$ cat src/rtl/riscv_vec_dmem_arbiter.sv
// riscv_vec_dmem_arbiter: round-robin share of one data-memory port among four vector lanes, with in-order response routing.
// Optional scalar requester (id 4, strict priority) enabled by RISCV_VMEMARB_SCALAR_PORT_EN.
module riscv_vec_dmem_arbiter #(
    parameter int REQ_W      = 67,
    parameter int RESP_W     = 35,
    parameter int ORDQ_DEPTH = 4
) (
    input  logic              clk,
    input  logic              reset,
    input  logic [REQ_W-1:0]  v_dmemreq_msg_0,
    input  logic [REQ_W-1:0]  v_dmemreq_msg_1,
    input  logic [REQ_W-1:0]  v_dmemreq_msg_2,
    input  logic [REQ_W-1:0]  v_dmemreq_msg_3,
    input  logic              v_dmemreq_val_0,
    input  logic              v_dmemreq_val_1,
    input  logic              v_dmemreq_val_2,
    input  logic              v_dmemreq_val_3,
    output logic              v_dmemreq_rdy_0,
    output logic              v_dmemreq_rdy_1,
    output logic              v_dmemreq_rdy_2,
    output logic              v_dmemreq_rdy_3,
    output logic [RESP_W-1:0] v_dmemresp_msg_0,
    output logic [RESP_W-1:0] v_dmemresp_msg_1,
    output logic [RESP_W-1:0] v_dmemresp_msg_2,
    output logic [RESP_W-1:0] v_dmemresp_msg_3,
    output logic              v_dmemresp_val_0,
    output logic              v_dmemresp_val_1,
    output logic              v_dmemresp_val_2,
    output logic              v_dmemresp_val_3,
`ifdef RISCV_VMEMARB_SCALAR_PORT_EN
    input  logic [REQ_W-1:0]  dmemreq_msg,
    input  logic              dmemreq_val,
    output logic              dmemreq_rdy,
    output logic [RESP_W-1:0] dmemresp_msg,
    output logic              dmemresp_val,
`endif
    output logic [REQ_W-1:0]  memreq_msg,
    output logic              memreq_val,
    input  logic              memreq_rdy,
    input  logic [RESP_W-1:0] memresp_msg,
    input  logic              memresp_val,
    output logic [2:0]        outstanding,
    output logic              err_orphan_resp
);
    localparam int PTR_W = $clog2(ORDQ_DEPTH);
    localparam int CNT_W = PTR_W + 1;
`ifdef RISCV_VMEMARB_SCALAR_PORT_EN
    localparam int ID_W = 3;
`else
    localparam int ID_W = 2;
`endif

    logic [3:0]       lane_val;
    logic [REQ_W-1:0] lane_msg [4];
    logic [1:0]       rr_ptr, rr_win;
    logic [ID_W-1:0]  win_id, head_id;
    logic [REQ_W-1:0] win_msg;
    logic             any_val, scalar_win, can_issue, fire, pop;
    logic [PTR_W-1:0] head, tail;
    logic [CNT_W-1:0] count;
    logic [ID_W-1:0]  ordq [ORDQ_DEPTH];

    assign lane_val    = {v_dmemreq_val_3, v_dmemreq_val_2, v_dmemreq_val_1, v_dmemreq_val_0};
    assign lane_msg[0] = v_dmemreq_msg_0;
    assign lane_msg[1] = v_dmemreq_msg_1;
    assign lane_msg[2] = v_dmemreq_msg_2;
    assign lane_msg[3] = v_dmemreq_msg_3;

    // Scan downward so the nearest valid lane at or after rr_ptr wins last.
    always_comb begin
        rr_win = rr_ptr;
        for (int k = 3; k >= 0; k--)
            if (lane_val[rr_ptr + 2'(k)]) rr_win = rr_ptr + 2'(k);
    end

`ifdef RISCV_VMEMARB_SCALAR_PORT_EN
    assign scalar_win   = dmemreq_val;
    assign any_val      = |lane_val | dmemreq_val;
    assign win_id       = scalar_win ? ID_W'(4) : ID_W'(rr_win);
    assign win_msg      = scalar_win ? dmemreq_msg : lane_msg[rr_win];
    assign dmemreq_rdy  = fire & scalar_win;
    assign dmemresp_msg = memresp_msg;
    assign dmemresp_val = pop & (head_id == ID_W'(4));
`else
    assign scalar_win = 1'b0;
    assign any_val    = |lane_val;
    assign win_id     = rr_win;
    assign win_msg    = lane_msg[rr_win];
`endif

    // Outputs are gated by reset so nothing is offered while the block is held.
    assign can_issue  = reset & any_val & (count < CNT_W'(ORDQ_DEPTH));
    assign fire       = can_issue & memreq_rdy;
    assign pop        = memresp_val & (count != '0);
    assign head_id    = ordq[head];
    assign memreq_val = can_issue;
    assign memreq_msg = can_issue ? win_msg : '0;

    assign v_dmemreq_rdy_0 = fire & ~scalar_win & (rr_win == 2'd0);
    assign v_dmemreq_rdy_1 = fire & ~scalar_win & (rr_win == 2'd1);
    assign v_dmemreq_rdy_2 = fire & ~scalar_win & (rr_win == 2'd2);
    assign v_dmemreq_rdy_3 = fire & ~scalar_win & (rr_win == 2'd3);

    assign v_dmemresp_msg_0 = memresp_msg;
    assign v_dmemresp_msg_1 = memresp_msg;
    assign v_dmemresp_msg_2 = memresp_msg;
    assign v_dmemresp_msg_3 = memresp_msg;
    assign v_dmemresp_val_0 = pop & (head_id == ID_W'(0));
    assign v_dmemresp_val_1 = pop & (head_id == ID_W'(1));
    assign v_dmemresp_val_2 = pop & (head_id == ID_W'(2));
    assign v_dmemresp_val_3 = pop & (head_id == ID_W'(3));

    assign outstanding = 3'(count);

    always_ff @(posedge clk or negedge reset) begin
        if (!reset) begin
            rr_ptr          <= '0;
            head            <= '0;
            tail            <= '0;
            count           <= '0;
            err_orphan_resp <= 1'b0;
        end else begin
            if (fire) tail <= tail + PTR_W'(1);
            if (fire && !scalar_win) rr_ptr <= rr_win + 2'd1;
            if (pop) head <= head + PTR_W'(1);
            count <= count + CNT_W'(fire) - CNT_W'(pop);
            if (memresp_val && count == '0) err_orphan_resp <= 1'b1;
        end
    end

    // Tag storage needs no reset: entries are only read between push and pop.
    always_ff @(posedge clk) begin
        if (fire) ordq[tail] <= win_id;
    end
endmodule

$ cat config.mk
export PLATFORM = sky130hd
export DESIGN_NAME = riscv_vec_dmem_arbiter
export DESIGN_NICKNAME = d
export VERILOG_FILES = /design/src/rtl/riscv_vec_dmem_arbiter.sv
export SDC_FILE = /design/constraint.sdc
export NUM_CORES = 1
export LEC_CHECK = 0
export ABC_AREA = 1
export CAP_MARGIN = 20
export CORE_AREA = 2 2 206 208
export CTS_BUF_LIST = sky130_fd_sc_hd__clkbuf_8
export DETAILED_ROUTE_END_ITERATION = 6
export DIE_AREA = 0 0 208 210
export GPL_ROUTABILITY_DRIVEN = 0
export GPL_TIMING_DRIVEN = 0
export PLACE_DENSITY = 0.46
export SLEW_MARGIN = 0
export SYNTH_ARGS = -nofsm -noshare
export SYNTH_HDL_FRONTEND = slang
export SYNTH_SLANG_ARGS = --single-unit
export TNS_END_PERCENT = 30
$ cat constraint.sdc
create_clock -name clk -period 4.3 [get_ports clk]
set_input_delay 0.43 -clock clk [delete_from_list [all_inputs] [get_ports clk]]
set_output_delay 0.43 -clock clk [all_outputs]
set_load 0.03 [all_outputs]
==> results of run 1 <==
==> timing repair <==
| item | 4_1_cts | 5_1_grt |
|---|---|---|
| endpoints found under the setup margin | 20 | 7 |
| buffers inserted | 2 | 0 |
| gates resized for setup | 2 | 7 |
==> path summary, 6_finish.rpt <==
kind	to	slack (ns)	from
worst max-delay path	memreq_msg[12]	0.29	v_dmemreq_val_1
worst min-delay path	err_orphan_resp	0.13	reset
worst max register to register	rr_ptr[1]	1.56	rr_ptr[0]
worst min register to register	err_orphan_resp	0.48	err_orphan_resp
max in group asynchronous	tail[1]	3.84	reset
min in group clk	err_orphan_resp	0.48	err_orphan_resp
==> worst max-delay path, stage by stage <==
cell	delay, ns
clkdlybuf4s50_1	0.49
inv_1	0.09
nand2_1	0.09
nand3_1	0.09
nand3_1	0.09
nand3_1	0.07
nand2_1	0.06
nand2_1	0.06
nand2_2	0.31
buf_2	0.38
buf_2	0.30
nor2_1	0.07
nor2_1	0.29
clkdlybuf4s50_1	0.74
==> state kept, by name, summed over array words and instances, names as in the netlist <==
name / count
err_orphan_resp: 1
outstanding: 3
ordq: 8
head: 2
tail: 2
rr_ptr: 2
==> metal layers <==
layer	vias up	global-route usage (%)
li1	3877	-
met1	3401	17.29
met2	308	26.69
met3	12	2.816
met4	0	1.883
met5	-	0
==> report_power, final <==
group / switching [mW] / internal, mW
combinational: 4.31 / 2.35
clock: 0.0558 / 0.0634
sequential: 0.0485 / 0.260
==> cell families (layout without fill, tap and decap cells) <==
kind of cell / after synthesis / in the layout / synth area share (%)
adder cells (fa/ha/maj): 10 / 10 / 2.605
AO/OA/AOI/OAI: 9 / 9 / 1.106
buffers and inverters: 233 / 734 / 30.18
XOR/XNOR: 4 / 4 / 0.6883
flip-flops: 18 / 18 / 9.634
AND/OR/NAND/NOR: 678 / 678 / 55.79
==> through the flow <==
stage                     setup slack, ns  setup TNS, ns  total power [mW]
after floorplan                     1.768              0             4.456
after global placement             -1.124         -29.72             7.086
after detailed placement          -0.6298         -7.348             7.082
after CTS                         0.02238              0             7.241
after global routing              0.05153              0             7.805
final                              0.2915              0             7.088
==> Yosys cell counts <==
library cell | instances | area [sq um]
a21oi_1 | 3 | 15.01
a31o_2 | 1 | 8.760
a32oi_1 | 1 | 8.760
a41oi_1 | 1 | 8.760
buf_1 | 8 | 30.03
buf_2 | 16 | 80.08
buf_4 | 157 | 1179
buf_6 | 7 | 78.83
clkbuf_1 | 18 | 67.56
clkinv_1 | 1 | 3.750
dfrtp_1 | 10 | 250.2
edfxtp_1 | 8 | 240.2
fa_1 | 1 | 20.02
ha_1 | 9 | 112.6
inv_1 | 22 | 82.58
inv_2 | 4 | 15.01
nand2_1 | 309 | 1160
nand2_2 | 4 | 25.02
nand2_4 | 1 | 11.26
nand3_1 | 211 | 1056
nand3_4 | 1 | 17.52
nor2_1 | 152 | 570.6
o21ai_0 | 2 | 10.01
o21ai_1 | 1 | 5.000
xnor2_1 | 1 | 8.760
xor2_1 | 3 | 26.28
==> cell type report <==
| class | count | area (sq um) | share of cell area (%) |
|---|---|---|---|
| flip-flops and latches | 18 | 490.5 | 4.539 |
| multi-input cells | 701 | 3083 | 28.53 |
| clock inverters | 1 | 3.754 | 0.03474 |
| repair buffers | 497 | 4972 | 46.02 |
| clock buffers | 3 | 41.29 | 0.3821 |
| inverters | 27 | 101.3 | 0.9379 |
| plain buffers | 206 | 1439 | 13.32 |
| well taps | 539 | 674.4 | 6.241 |
==> key figures, run 1 <==
Routing
  • First DRT Iteration DRCs: 273
  • Wirelength per Cell: 16.60 um
  • Metal-1 WL: 13570 um
  • Routed vias/inst: 3.814
  • DR vias: 7598
  • Metal3 WL: 2258 um
  • Post-DRT Antenna Nets: 0
  • Drc violations: 0
  • Total wire length after detailed routing: 33080 um
  • Drt pass-1 iters: 5
  • Max layer used: met4
  • DR WL met2: 16900 um

STA
  • Final hold vios: 0
  • Slew headroom: 62.06%
  • Fmax: 249.5 MHz
  • RSZ-0062 raised after global routing: no
  • Worst Hold Margin: 0.1256 ns
  • Fin crit share: 93.22%
  • Final Setup Violations: 0
  • Tightest Pin Transition: 0.5691 ns
  • Skew final: 0.0007939 ns
  • Tmin final: 4.009 ns
  • Fin. max-slew vios: 0

Clocking
  • CTS root buf: clkbuf_8
  • TritonCTS clock tree: yes
  • H-tree depth: 1
  • Hold-fix buffer count after cts: 0
  • Clock buffer count from CTS: 3
  • Reg clk slew, reported paths: 0.07 ns
  • Worst-skew pair later-pin latency: 0.25 ns
  • Clock sink count: 18
  • Max clock buf depth: 2

Floorplanning
  • Initial Utilization: 12.27%
  • Core Region: 0.04148 sq mm
  • Die X: 208 um
  • FP Rows: 75
  • Die area: 0.04368 sq mm
  • # IOs: 531
  • Die H: 210 um

Pwr
  • Pwr Density: 655.9 mW/mm^2
  • Max IR drop VDD: 0.0002359 V
  • Pleak: 4.796 nW

Critical path
  • Worst EP required: 3.87 ns
  • Crit path max fanout: 10
  • Crit end category: primary output
  • Worst setup SP type: primary input
  • Cells on worst reg2reg path: 15
  • Worst Path Arrival: 3.58 ns
  • Crit path kind: primary input to primary output

Synthesis
  • Synthesized area: 0.005091 sq mm
  • Flip-flop and latch count after synthesis: 18
  • Avg Cell Area, Syn: 5.348 sq um
  • Synth unique cells: 26
  • Sequential cell area fraction in the yosys report: 9.634%
  • Syn Inst Count: 952
  • Syn nets: 1273
  • Synth warnings: 0

Layout
  • Commonest non-fill, non-tap cell in the layout: clkdlybuf4s50_1
  • FILL cells: 4753
  • P&R area growth vs syn: 112.2%
  • Final design utilization: 26.05%
  • Cell Count, Final, Fillers Out: 1992
  • Cell area after layout: 0.01081 sq mm
  • Antenna diodes: 0
  • Layout cell share with drive strength beyond 1: 13.76%
  • Leading cell types in the layout, fill and taps excluded: 494 x clkdlybuf4s50_1, 309 x nand2_1, 211 x nand3_1
  • Fin nets: 1775

GRT
  • Largest net degree at the start of global routing: 16
  • First-pass GRT wire length: 47910 um
  • Vias in the first global route: 7773
  • Initial antenna violation count: 0
  • GRT overflow: 0
  • Total GRT Usage: 14.31%

Placed design
  • Placed cells: 1986
  • Post-DP HPWL: 27980 um
  • Placed cell areas: 0.01073 sq mm
  • Port Buf Inserts: 495

Job
  • Max-cap viol count: 0

Worst hold path
  • Worst hold-check path type: primary input to async pin

Status
  • Status: finished clean
No activity file was read; power rests on OpenSTA's default activity.
==> run 2: changes to the inputs <==
--- a/config.mk
+++ b/config.mk
@@ -13,7 +13,7 @@
 export DIE_AREA = 0 0 208 210
 export GPL_ROUTABILITY_DRIVEN = 0
 export GPL_TIMING_DRIVEN = 0
-export PLACE_DENSITY = 0.46
+export PLACE_DENSITY_LB_ADDON = 0.12
 export SLEW_MARGIN = 0
 export SYNTH_ARGS = -nofsm -noshare
 export SYNTH_HDL_FRONTEND = slang
==> run 2 against run 1 <==
Power fell by 2.8%. Core utilization fell by 0.069 points. First-iteration DRC count rose by 2.9%. Critical path depth fell by 1. Count of clock-buffer cells in the layout did not move. Sequential share of layout area barely moved. Routed wire length barely moved. Clock power barely moved. Via count fell by 1.3%. Design area fell by 0.27%. Fmax fell by 0.47%. Clock skew rose by 0.0057 ns. Critical endpoint is now memreq_msg[64].
==> key figures, run 2 (synthesis gave the netlist of run 1 again) <==
Critical path
  • Crit end category: primary output (unchanged)
  • Worst setup SP type: primary input (unchanged)
  • Worst Path Arrival: 3.60 ns (was 3.58 ns)
  • Crit path kind: primary input to primary output (unchanged)
  • Worst EP required: 3.87 ns (about the same)
  • Crit path max fanout: 10 (unchanged)

Routing
  • First DRT Iteration DRCs: 281 (was 273)
  • DR vias: 7500 (was 7598)
  • Total wire length after detailed routing: 33070 um (was 33080 um)
  • Drc violations: 0 (unchanged)
  • Drt pass-1 iters: 4 (was 5)
  • Wirelength per Cell: 16.59 um (was 16.60 um)
  • Post-DRT Antenna Nets: 0 (unchanged)
  • Routed vias/inst: 3.763 (was 3.814)

STA
  • Skew final: 0.006455 ns (was 0.0007939 ns)
  • Tightest Pin Transition: 1.066 ns (was 0.5691 ns)
  • RSZ-0062 raised after global routing: no (unchanged)
  • Setup TNS: 0 ns (unchanged)
  • Slew headroom: 28.93% (was 62.06%)
  • Fin. max-slew vios: 0 (unchanged)
  • Final hold vios: 0 (unchanged)
  • Fin crit share: 93.66% (was 93.22%)
  • Final Setup Violations: 0 (unchanged)
  • Fmax: 248.3 MHz (was 249.5 MHz)
  • Worst Hold Margin: 0.4975 ns (was 0.1256 ns)
  • Tmin final: 4.027 ns (was 4.009 ns)

Layout
  • Leading cell types in the layout, fill and taps excluded: 495 x clkdlybuf4s50_1, 309 x nand2_1, 211 x nand3_1 (was 494 x clkdlybuf4s50_1, 309 x nand2_1, 211 x nand3_1)
  • P&R area growth vs syn: 111.7% (was 112.2%)
  • Area of the multi-input gates: 0.003064 sq mm (was 0.003083 sq mm)
  • FILL cells: 4709 (was 4753)
  • Commonest non-fill, non-tap cell in the layout: clkdlybuf4s50_1 (unchanged)
  • FF/Latch Area: 490.5 sq um (unchanged)
  • Layout cell share with drive strength beyond 1: 13.44% (was 13.76%)
  • Max reg flops: 8 (unchanged)
  • Fin nets: 1773 (was 1775)
  • Largest Register: ordq (unchanged)

Floorplanning
  • Die X: 208 um (unchanged)
  • Die H: 210 um (unchanged)
  • # IOs: 531 (unchanged)
  • Core Region: 0.04148 sq mm (unchanged)
  • Die area: 0.04368 sq mm (unchanged)
  • Initial Utilization: 12.27% (unchanged)
  • FP Rows: 75 (unchanged)

Pwr
  • Clock power share: 1.8% (was 1.7%)
  • Sequential power share: 4.5% (was 4.4%)
  • Pwr Density: 639.6 mW/mm^2 (was 655.9 mW/mm^2)
  • Cell Int Power: 2.669 mW (was 2.678 mW)
  • Net Sw Frac: 61.27% (was 62.21%)
  • Combinational Power Share: 93.7% (was 94.0%)
  • Pleak: 4.770 nW (was 4.796 nW)
  • Post-layout power: 6.893 mW (was 7.088 mW)
  • Max IR drop VDD: 0.0001839 V (was 0.0002359 V)
  • Switch Pwr: 4.223 mW (was 4.410 mW)

Status
  • Status: finished clean (unchanged)

GRT
  • Initial antenna violation count: 3 (was 0)
  • Vias in the first global route: 7648 (was 7773)
  • Total GRT Usage: 14.25% (was 14.31%)
  • Largest net degree at the start of global routing: 16 (unchanged)
  • First-pass GRT wire length: 47580 um (was 47910 um)
  • GRT overflow: 0 (unchanged)

Placed design
  • Post-DP HPWL: 28520 um (was 27980 um)
  • Port Buf Inserts: 495 (unchanged)

Job
  • Max-cap viol count: 0 (unchanged)

Clocking
  • # Post-CTS Setup Buffers: 0 (was 2)
  • CTS resizes: 0 (was 2)
  • Worst-skew pair later-pin latency: 0.26 ns (was 0.25 ns)
  • H-tree depth: 1 (unchanged)
  • Clock buffer count from CTS: 3 (unchanged)
  • Reg clk slew, reported paths: 0.07 ns (about the same)
  • TritonCTS clock tree: yes (unchanged)
  • Clock sink count: 18 (unchanged)
  • CTS root buf: clkbuf_8 (unchanged)
  • Hold-fix buffer count after cts: 0 (unchanged)
  • Max clock buf depth: 2 (unchanged)

Worst hold path
  • Worst hold-check path type: flip-flop to flip-flop (was primary input to async pin)
run 2: changes by cell type in the layout (fill, tap and decap cells not counted), sizes merged:
cell           change
diode              +3
clkdlybuf4s50      +1
clkbuf             -1
dlymetal6s2s       -1
buf                -1
run 2: metrics by stage:
step	area (sq um)	utilization, %	worst slack [ns]	instances
2_1_floorplan	5091	-	1.768	952
4_1_cts	10770	25.96	0.1673	1990
3_5_place_dp	10730	25.86	-0.4766	1987
6_report	10780	25.98	0.2727	1993
3_3_place_gp	10720	25.85	-1.026	1986
5_1_grt	10780	25.98	0.07832	1993
run 2: area by class of cell:
cell class	instances	area share [%]
Sequential cell	18	4.551
Multi-Input combinational cell	701	28.43
Timing Repair Buffer	496	46.05
Clock buffer	3	0.3831
Clock inverter	1	0.03483
Inverter	27	0.9404
Antenna cell	3	0.06966
Tap cell	539	6.258
Buffer	205	13.28
run 2: layer usage:
metal	up-vias	share of wire (%)	global-route usage, %	wire length [um]
li1	3863	-	-	-
met1	3367	39	16.10	13030
met2	260	53	27.33	17470
met3	10	7.0	3.650	2319
met4	0	0.77	1.859	254
met5	-	0	0	0
run 2: power by group through the flow:
stage / Sequential, mW / Combinational [mW] / Clock [mW]
floorplan: 0.340 / 4.12 / 0
global placement: 0.313 / 6.67 / 0
detailed placement: 0.313 / 6.63 / 0
CTS: 0.310 / 6.65 / 0.125
global route: 0.318 / 7.24 / 0.132
finish: 0.310 / 6.46 / 0.121
run 2: worst paths after layout:
path	start	endpoint	slack (ns)	cells after the start
max in group asynchronous	reset	tail[1]	3.42	1
max	v_dmemreq_val_0	memreq_msg[64]	0.27	13
min in group asynchronous	reset	err_orphan_resp	0.52	1
min	err_orphan_resp	err_orphan_resp	0.50	1
max reg2reg	rr_ptr[0]	rr_ptr[1]	1.53	15
min reg2reg	err_orphan_resp	err_orphan_resp	0.50	1
run 2: critical path, cell delays in order:
cell,delay (ns)
clkdlybuf4s50_1,0.49
inv_1,0.06
nand2_1,0.07
nand3_1,0.10
nand3_1,0.10
nand3_1,0.07
nand2_1,0.06
nand2_1,0.06
nand2_2,0.26
clkbuf_1,0.83
nor2_1,0.12
nor2_1,0.16
clkdlybuf4s50_1,0.78
